==> src/rtl/rd_code_pack.sv <==
// Serial-to-parallel packer: NUM_BITS comparison bits (LSB first) -> one descriptor code.
// Define RD_ROT_INV_EN to replace each code with its minimum circular rotation (adds one cycle).
module rd_code_pack #(
  parameter int NUM_BITS = 8
) (
  input  logic                clk,
  input  logic                rst,
  input  logic                bit_i,
  input  logic                done_i,
  input  logic                sync_i,
  output logic [NUM_BITS-1:0] code_o,
  output logic                done_o,
  output logic                drop_o
);

  localparam int CNT_W = $clog2(NUM_BITS);
  localparam logic [CNT_W-1:0] CNT_LAST = CNT_W'(NUM_BITS - 1);

  logic [NUM_BITS-1:0] sr_q, sr_d;
  logic [CNT_W-1:0]    cnt_q, cnt_d, cnt_eff;
  logic [NUM_BITS-1:0] raw_d;
  logic                vld_d;
  logic                drop_d;
  logic [NUM_BITS-1:0] code_q, code_d;
  logic                done_q, done_d;
  logic                drop_q;

  // Stage 0: bit assembly; sync clears the count before the same-cycle bit lands
  always_comb begin
    cnt_eff = sync_i ? '0 : cnt_q;
    sr_d    = sr_q;
    cnt_d   = cnt_eff;
    raw_d   = {bit_i, sr_q[NUM_BITS-2:0]};
    vld_d   = 1'b0;
    drop_d  = sync_i && (cnt_q != '0);
    if (done_i) begin
      sr_d[cnt_eff] = bit_i;
      if (cnt_eff == CNT_LAST) begin
        cnt_d = '0;
        vld_d = 1'b1;
      end else begin
        cnt_d = cnt_eff + CNT_W'(1);
      end
    end
  end

  always_ff @(posedge clk) begin
    if (rst) begin
      sr_q  <= '0;
      cnt_q <= '0;
    end else begin
      sr_q  <= sr_d;
      cnt_q <= cnt_d;
    end
  end

`ifdef RD_ROT_INV_EN
  function automatic logic [NUM_BITS-1:0] rot_min(input logic [NUM_BITS-1:0] c);
    logic [NUM_BITS-1:0] best;
    logic [NUM_BITS-1:0] rot;
    best = c;
    for (int r = 1; r < NUM_BITS; r++) begin
      rot = (c >> r) | (c << (NUM_BITS - r));
      if (rot < best) best = rot;
    end
    return best;
  endfunction

  logic [NUM_BITS-1:0] raw_p0_q;
  logic                vld_p0_q;

  // Stage 1: raw code registered ahead of the rotation comparator tree
  always_ff @(posedge clk) begin
    if (rst) begin
      raw_p0_q <= '0;
      vld_p0_q <= 1'b0;
    end else begin
      vld_p0_q <= vld_d;
      if (vld_d) raw_p0_q <= raw_d;
    end
  end

  assign code_d = rot_min(raw_p0_q);
  assign done_d = vld_p0_q;
`else
  assign code_d = raw_d;
  assign done_d = vld_d;
`endif

  // Output stage: code held between strobes
  always_ff @(posedge clk) begin
    if (rst) begin
      code_q <= '0;
      done_q <= 1'b0;
      drop_q <= 1'b0;
    end else begin
      if (done_d) code_q <= code_d;
      done_q <= done_d;
      drop_q <= drop_d;
    end
  end

  assign code_o = code_q;
  assign done_o = done_q;
  assign drop_o = drop_q;

endmodule

==> config.mk <==
export PLATFORM = sky130hd
export DESIGN_NAME = rd_code_pack
export DESIGN_NICKNAME = d
export VERILOG_FILES = /design/src/rtl/rd_code_pack.sv
export SDC_FILE = /design/constraint.sdc
export NUM_CORES = 1
export LEC_CHECK = 0
export ABC_AREA = 1
export CAP_MARGIN = 40
export CORE_MARGIN = 1.5
export CORE_UTILIZATION = 44
export DETAILED_ROUTE_END_ITERATION = 8
export PLACE_DENSITY = 0.83
export SETUP_SLACK_MARGIN = 0.2
export SLEW_MARGIN = 25
export SYNTH_ARGS = -nofsm -noshare
export SYNTH_HDL_FRONTEND = slang
export SYNTH_SLANG_ARGS = --single-unit
==> constraint.sdc <==
create_clock -name clk -period 1.1 [get_ports clk]
set_input_delay 0.275 -clock clk [delete_from_list [all_inputs] [get_ports clk]]
set_output_delay 0.275 -clock clk [all_outputs]
set_load 0.01 [all_outputs]
==> results.yml, run 1 <==
status:
  status: "complete, but fails checks"
  violations: "negative setup slack"
floorplanning:
  die_area_mm2: 0.00207
  die_y_um: 45.5
  coreArea_mm2: 0.00171
  num_io_pins: 15
  initial_utilization_pct: 46.5
  num_rows: 15
  fp.dieW_um: 45.5
cts:
  clock-sinks: 20
  clockRootBuffer: "clkbuf_4"
  clkLatencyLatePin_ns: 0.31
  clk_pin_slew_worst_paths_ns: 0.12
  clockBufferDepth: 2
  cts_tree: "yes"
  tritoncts.num_buffers: 3
  htree_num_levels: 1
  postCtsHoldBufs: 0
worst_setup_path:
  r2r_start: "cnt_q[1]"
  max_stage_delay_ns: 0.39
  ff2ff_path_depth: 6
  cp.required_ns: 1.31
  reg2reg_slack_ns: -0.10
  arrival_ns: 1.41
  worstPathCellList: "nand2_4, nor2_4, ha_4, nand2_4, o21ai_1, nor2_1"
  worst_setup_path_start_kind: "register"
  setup.worst_path.class: "reg2reg"
  cp_max_fo: 5
  endpoint_kind: "register"
  r2r-end: "code_o[2]"
  crit_top_cell: "nand2_4"
  slowest_stage: "dfxtp_4"
routing:
  wl_met2_um: 1260
  routed_wl_um: 2570
  topRoutingLayerUsed: "met4"
  dr.pass1.iters: 4
  drt-vias-per-instance: 5.49
  wl_met3_um: 202
  initialDrtViolationCount: 54
  wl_per_cell_um: 14.8
  via_count: 956
  drc: 0
  wl_met1_um: 981
  ant_nets: 0
sta:
  worst_slack_ns: -0.103
  finalMaxSlewViolations: 0
  setup_violations: 10
  worst_pin_slew_ns: 0.320
  relSlewSlack_pct: 78.5
  fin_worst_skew_ns: 0.00766
  rsz0062_at_grt: "yes"
  period_share_pct: 109
  hold_viol: 0
  fin_crit_ns: 1.20
  max_freq_mhz: 831
grt:
  antenna_found_initial: 0
  grt_pass1_vias: 738
  overflow: 0
  grt_pass1_wl_um: 3320
  grt_max_degree: 18
  grt_usage_pct: 23.3
logic_synthesis:
  async_reset_ff_share_pct: 0
  postSynthAreaPerCell_um2: 7.43
  synth_common_cells: "31 x nor2_1, 20 x dfxtp_1, 12 x nand2_1"
  synth_flop_cell: "dfxtp_1"
  synth.most_common_cell: "nor2_1"
  synth_area_leaders: "dfxtp_1 50%, nor2_1 15%, o21ai_0 6.9%, nand2_1 5.7%, a21oi_1 5.0%"
  synth_top_area_share_pct: 50.4
  synth_warnings: 0
  synthesis.nets: 113
  yosys.area.top_type: "dfxtp_1"
  postSynthCellCount: 107
  synth_edf_count: 0
  ys_ff_latch: 20
  synth_cell_type_count: 14
  netlist_area_um2: 795
  yosysSeqAreaShare_pct: 50.4
power:
  switching_share_pct: 26.2
  irDropWorstVdd_uv: 913
  p_total_w: 0.00138
  p_comb_share_pct: 13.9
  power.internal_w: 0.00102
  power_frac_seq_pct: 53.8
  powerDensity_mw_per_mm2: 1010
  p_switching_w: 0.000363
  p_leak_nw: 0.594
  pwr-share-clk_pct: 32.2
finish:
  multi_input_area_um2: 480
  post-route-util_pct: 79.9
  final_layout_size_suffix_gt1_share_pct: 53.7
  antenna_cells: 0
  area_growth_pct: 71.8
  stdcell_count: 174
  fin_nets: 156
  fill_cells: 102
  seq_area_um2: 423
hold_path:
  hp-class: "in2reg"
  hold_start: "sync_i"
  hold_depth: 5
  whs_endpoint: "cnt_q[2]"
placed_design:
  port_buffers: 14
  pre_cts_slack_ns: -0.613
  dp_hpwl_um: 1280
  dp.cells: 160
  gp_congestion: 0.833
job:
  max-cap-violations: 0
cells in the final DEF (no fill, tap or decap), types with 3 or more instances in the layout:
cell | netlist | final
a21oi_1 | 8 | 7
buf_4 | 0 | 20
buf_6 | 0 | 11
clkbuf_4 | 0 | 3
dfxtp_1 | 20 | 8
dfxtp_2 | 0 | 9
dfxtp_4 | 0 | 3
inv_1 | 7 | 4
inv_2 | 3 | 3
nand2_1 | 12 | 10
nand3_1 | 7 | 5
nor2_1 | 31 | 24
nor2_2 | 0 | 5
o21ai_1 | 0 | 8
o21ai_2 | 0 | 3
worst max-delay path: cells and delay by family, from the launching register on:
kind	cells	cell delay [ns]
adders and majority gates	1	0.20
AOI/OAI and AO/OA	1	0.17
DFF	1	0.39
and+or+nand+nor	4	0.33
flip-flops by register name, indices dropped and copies added (netlist names):
name    cells
code_o      8
drop_o      1
cnt_q       3
done_o      1
sr_q        7
metrics by stage:
stage	hold WS (ns)	setup TNS (ns)	instance area [um^2]
floorplan	0.344	0	823
global placement	0.462	-8.96	1110
detailed placement	0.471	-10.05	1110
CTS	0.502	0	1260
global route	0.452	-1.02	1370
finish	0.427	-0.521	1370
what timing repair did:
action / CTS / global route
pin swaps: 9 / 15
setup endpoints to repair: 30 / 30
gates resized for setup: 85 / 20
cloned: 2 / 0
buffers inserted: 3 / 5
routing by layer:
metal / global-route usage, % / vias up
met5: 0 / -
met4: 14.1 / 0
met3: 2.38 / 17
met2: 39.4 / 65
met1: 27.9 / 440
li1: - / 434
power by group through the flow:
stage / Combinational, W / Clock [W] / Sequential [W]
2_1_floorplan: 0.0000656 / 0 / 0.000766
5_1_grt: 0.000206 / 0.000464 / 0.000746
4_1_cts: 0.000157 / 0.000433 / 0.000744
6_report: 0.000193 / 0.000446 / 0.000745
3_3_place_gp: 0.000134 / 0 / 0.000763
3_5_place_dp: 0.000139 / 0 / 0.000763
worst max-delay path by stage:
stage                  start         to  slack, ns  cells past startpoint
detailed placement    sync_i  code_o[4]      -0.61                      8
CTS                 cnt_q[2]  code_o[4]       0.01                      7
floorplan           cnt_q[1]  code_o[7]       0.03                      7
global route        cnt_q[1]  code_o[2]      -0.15                      6
global placement      sync_i  code_o[4]      -0.55                      8
finish              cnt_q[1]  code_o[2]      -0.10                      6
area by class of cell:
type                       instances  share of cell area [%]
inverter                          10                    4.22
clock buffer                       4                    2.66
timing repair inverter             1                   0.275
tap                               25                    2.29
timing repair buffer              37                    24.4
sequential                        20                    31.0
multi-input combinational         77                    35.2
kinds of logic after synthesis:
family	Yosys count	synth area share, %
fa+ha+maj	1	1.57
compound gates	20	14.0
flops	20	50.4
simple gates	55	28.7
buf+inv	11	5.35
Power figures use the tool's default switching activity.
==> run 2: changes to the inputs <==
--- a/config.mk
+++ b/config.mk
@@ -11,6 +11,7 @@
 export CORE_UTILIZATION = 44
 export DETAILED_ROUTE_END_ITERATION = 8
 export PLACE_DENSITY = 0.83
+export REMOVE_ABC_BUFFERS = 1
 export SETUP_SLACK_MARGIN = 0.2
 export SLEW_MARGIN = 25
 export SYNTH_ARGS = -nofsm -noshare
==> results.yml, run 2 (synthesized netlist as in run 1, its figures left out) <==
worst_setup_path:
  reg2reg_slack_ns: -0.07
  cp.required_ns: 1.33
  arrival_ns: 1.40
  setup.worst_path.class: "reg2reg"
  worst_setup_path_start_kind: "register"
  endpoint_kind: "register"
  cp_max_fo: 6
floorplanning:
  die_area_mm2: 0.00207
  fp.dieW_um: 45.5
  die_y_um: 45.5
  num_io_pins: 15
  coreArea_mm2: 0.00171
  num_rows: 15
  initial_utilization_pct: 46.5
finish:
  fin_nets: 155
  largest_reg_flops: 8
  fill_cells: 98
  mostFrequentLayoutCells: "22 x nor2_1, 18 x buf_4, 14 x buf_6"
  mostFrequentLayoutCell: "nor2_1"
  final_layout_size_suffix_gt1_share_pct: 58.1
  antenna_cells: 0
  multi_input_area_um2: 485
  area_growth_pct: 71.5
  post-route-util_pct: 79.8
  seq_area_um2: 417
sta:
  relSlewSlack_pct: 75.6
  fin_worst_skew_ns: 0.00530
  finalMaxSlewViolations: 0
  max_freq_mhz: 854
  fin_hold_ws_ns: 0.439
  hold_viol: 0
  setup_violations: 12
  worst_pin_slew_ns: 0.363
  rsz0062_at_grt: "yes"
  period_share_pct: 106
  worst_slack_ns: -0.0711
  fin_crit_ns: 1.17
grt:
  grt_max_degree: 14
  antenna_found_initial: 0
  overflow: 0
  grt_usage_pct: 24.7
  grt_pass1_vias: 841
  grt_pass1_wl_um: 3610
cts:
  clockRootBuffer: "clkbuf_4"
  tritoncts.num_buffers: 3
  clock-sinks: 20
  htree_num_levels: 1
  clk_pin_slew_worst_paths_ns: 0.11
  clkLatencyLatePin_ns: 0.30
  cts_tree: "yes"
  clockBufferDepth: 2
hold_path:
  hp-class: "in2reg"
status:
  violations: "negative setup slack"
  status: "complete, but fails checks"
job:
  max-cap-violations: 0
placed_design:
  gp_congestion: 0.841
  port_buffers: 14
  dp_hpwl_um: 1370
routing:
  via_count: 912
  routed_wl_um: 2410
  dr.pass1.iters: 4
  ant_nets: 0
  initialDrtViolationCount: 20
  drt-vias-per-instance: 5.27
  drc: 0
  wl_per_cell_um: 13.9
power:
  powerDensity_mw_per_mm2: 1120
  irDropWorstVdd_uv: 893
  p_leak_nw: 0.574
run 2: metal layers:
metal / vias up / share of wire, % / track usage (%)
li1: 431 / - / -
met5: - / 0 / 0
met1: 428 / 41 / 30.1
met4: 0 / 3.9 / 13.5
met3: 13 / 5.6 / 8.33
met2: 40 / 49 / 38.0
run 2: worst paths after layout:
kind,startpoint,to,cells past startpoint
worst max-delay path,cnt_q[1],code_o[7],7
worst min-delay path,done_i,cnt_q[0],3
worst max register to register,cnt_q[1],code_o[7],7
worst min register to register,code_o[2],code_o[2],2
run 2: worst max-delay path, cell delays in order, from the launching register on:
cell     delay (ns)
dfxtp_2        0.39
nand2_4        0.07
nor2_4         0.10
ha_4           0.18
nand2_8        0.08
inv_4          0.09
o21ai_2        0.05
a21oi_1        0.14
run 2: per-stage QoR:
stage                     power, W  TNS, ns  std cells  worst slack, ns  area (um^2)
after floorplan           0.000826   -0.403        106           -0.106          790
final                      0.00153   -0.498        173          -0.0711         1360
after global routing       0.00158    -1.01        173           -0.108         1360
after global placement    0.000888    -7.77        160           -0.536         1070
after CTS                  0.00150   -0.566        171          -0.0734         1260
after detailed placement  0.000893    -8.26        160           -0.582         1070
run 2: area by class of cell:
type,instances,area share (%)
Tap cell,25,2.30
Clock inverter,1,2.20
Clock buffer,3,1.65
Inverter,10,3.12
Timing Repair Buffer,36,24.0
Multi-Input combinational cell,77,35.6
Sequential cell,20,30.6
Timing Repair inverter,1,0.551
run 2: power breakdown:
group / internal (W) / leakage, nW / switching (W)
combinational: 0.0000760 / 0.378 / 0.000105
sequential: 0.000738 / 0.168 / 0.0000105
clock: 0.000369 / 0.0279 / 0.000228
run 2: timing repair:
action,CTS,global route
resized for setup,94,25
buffers inserted,5,2
setup endpoints to repair,29,30
cloned,2,0
pin swaps,10,19
hold buffers,0,0
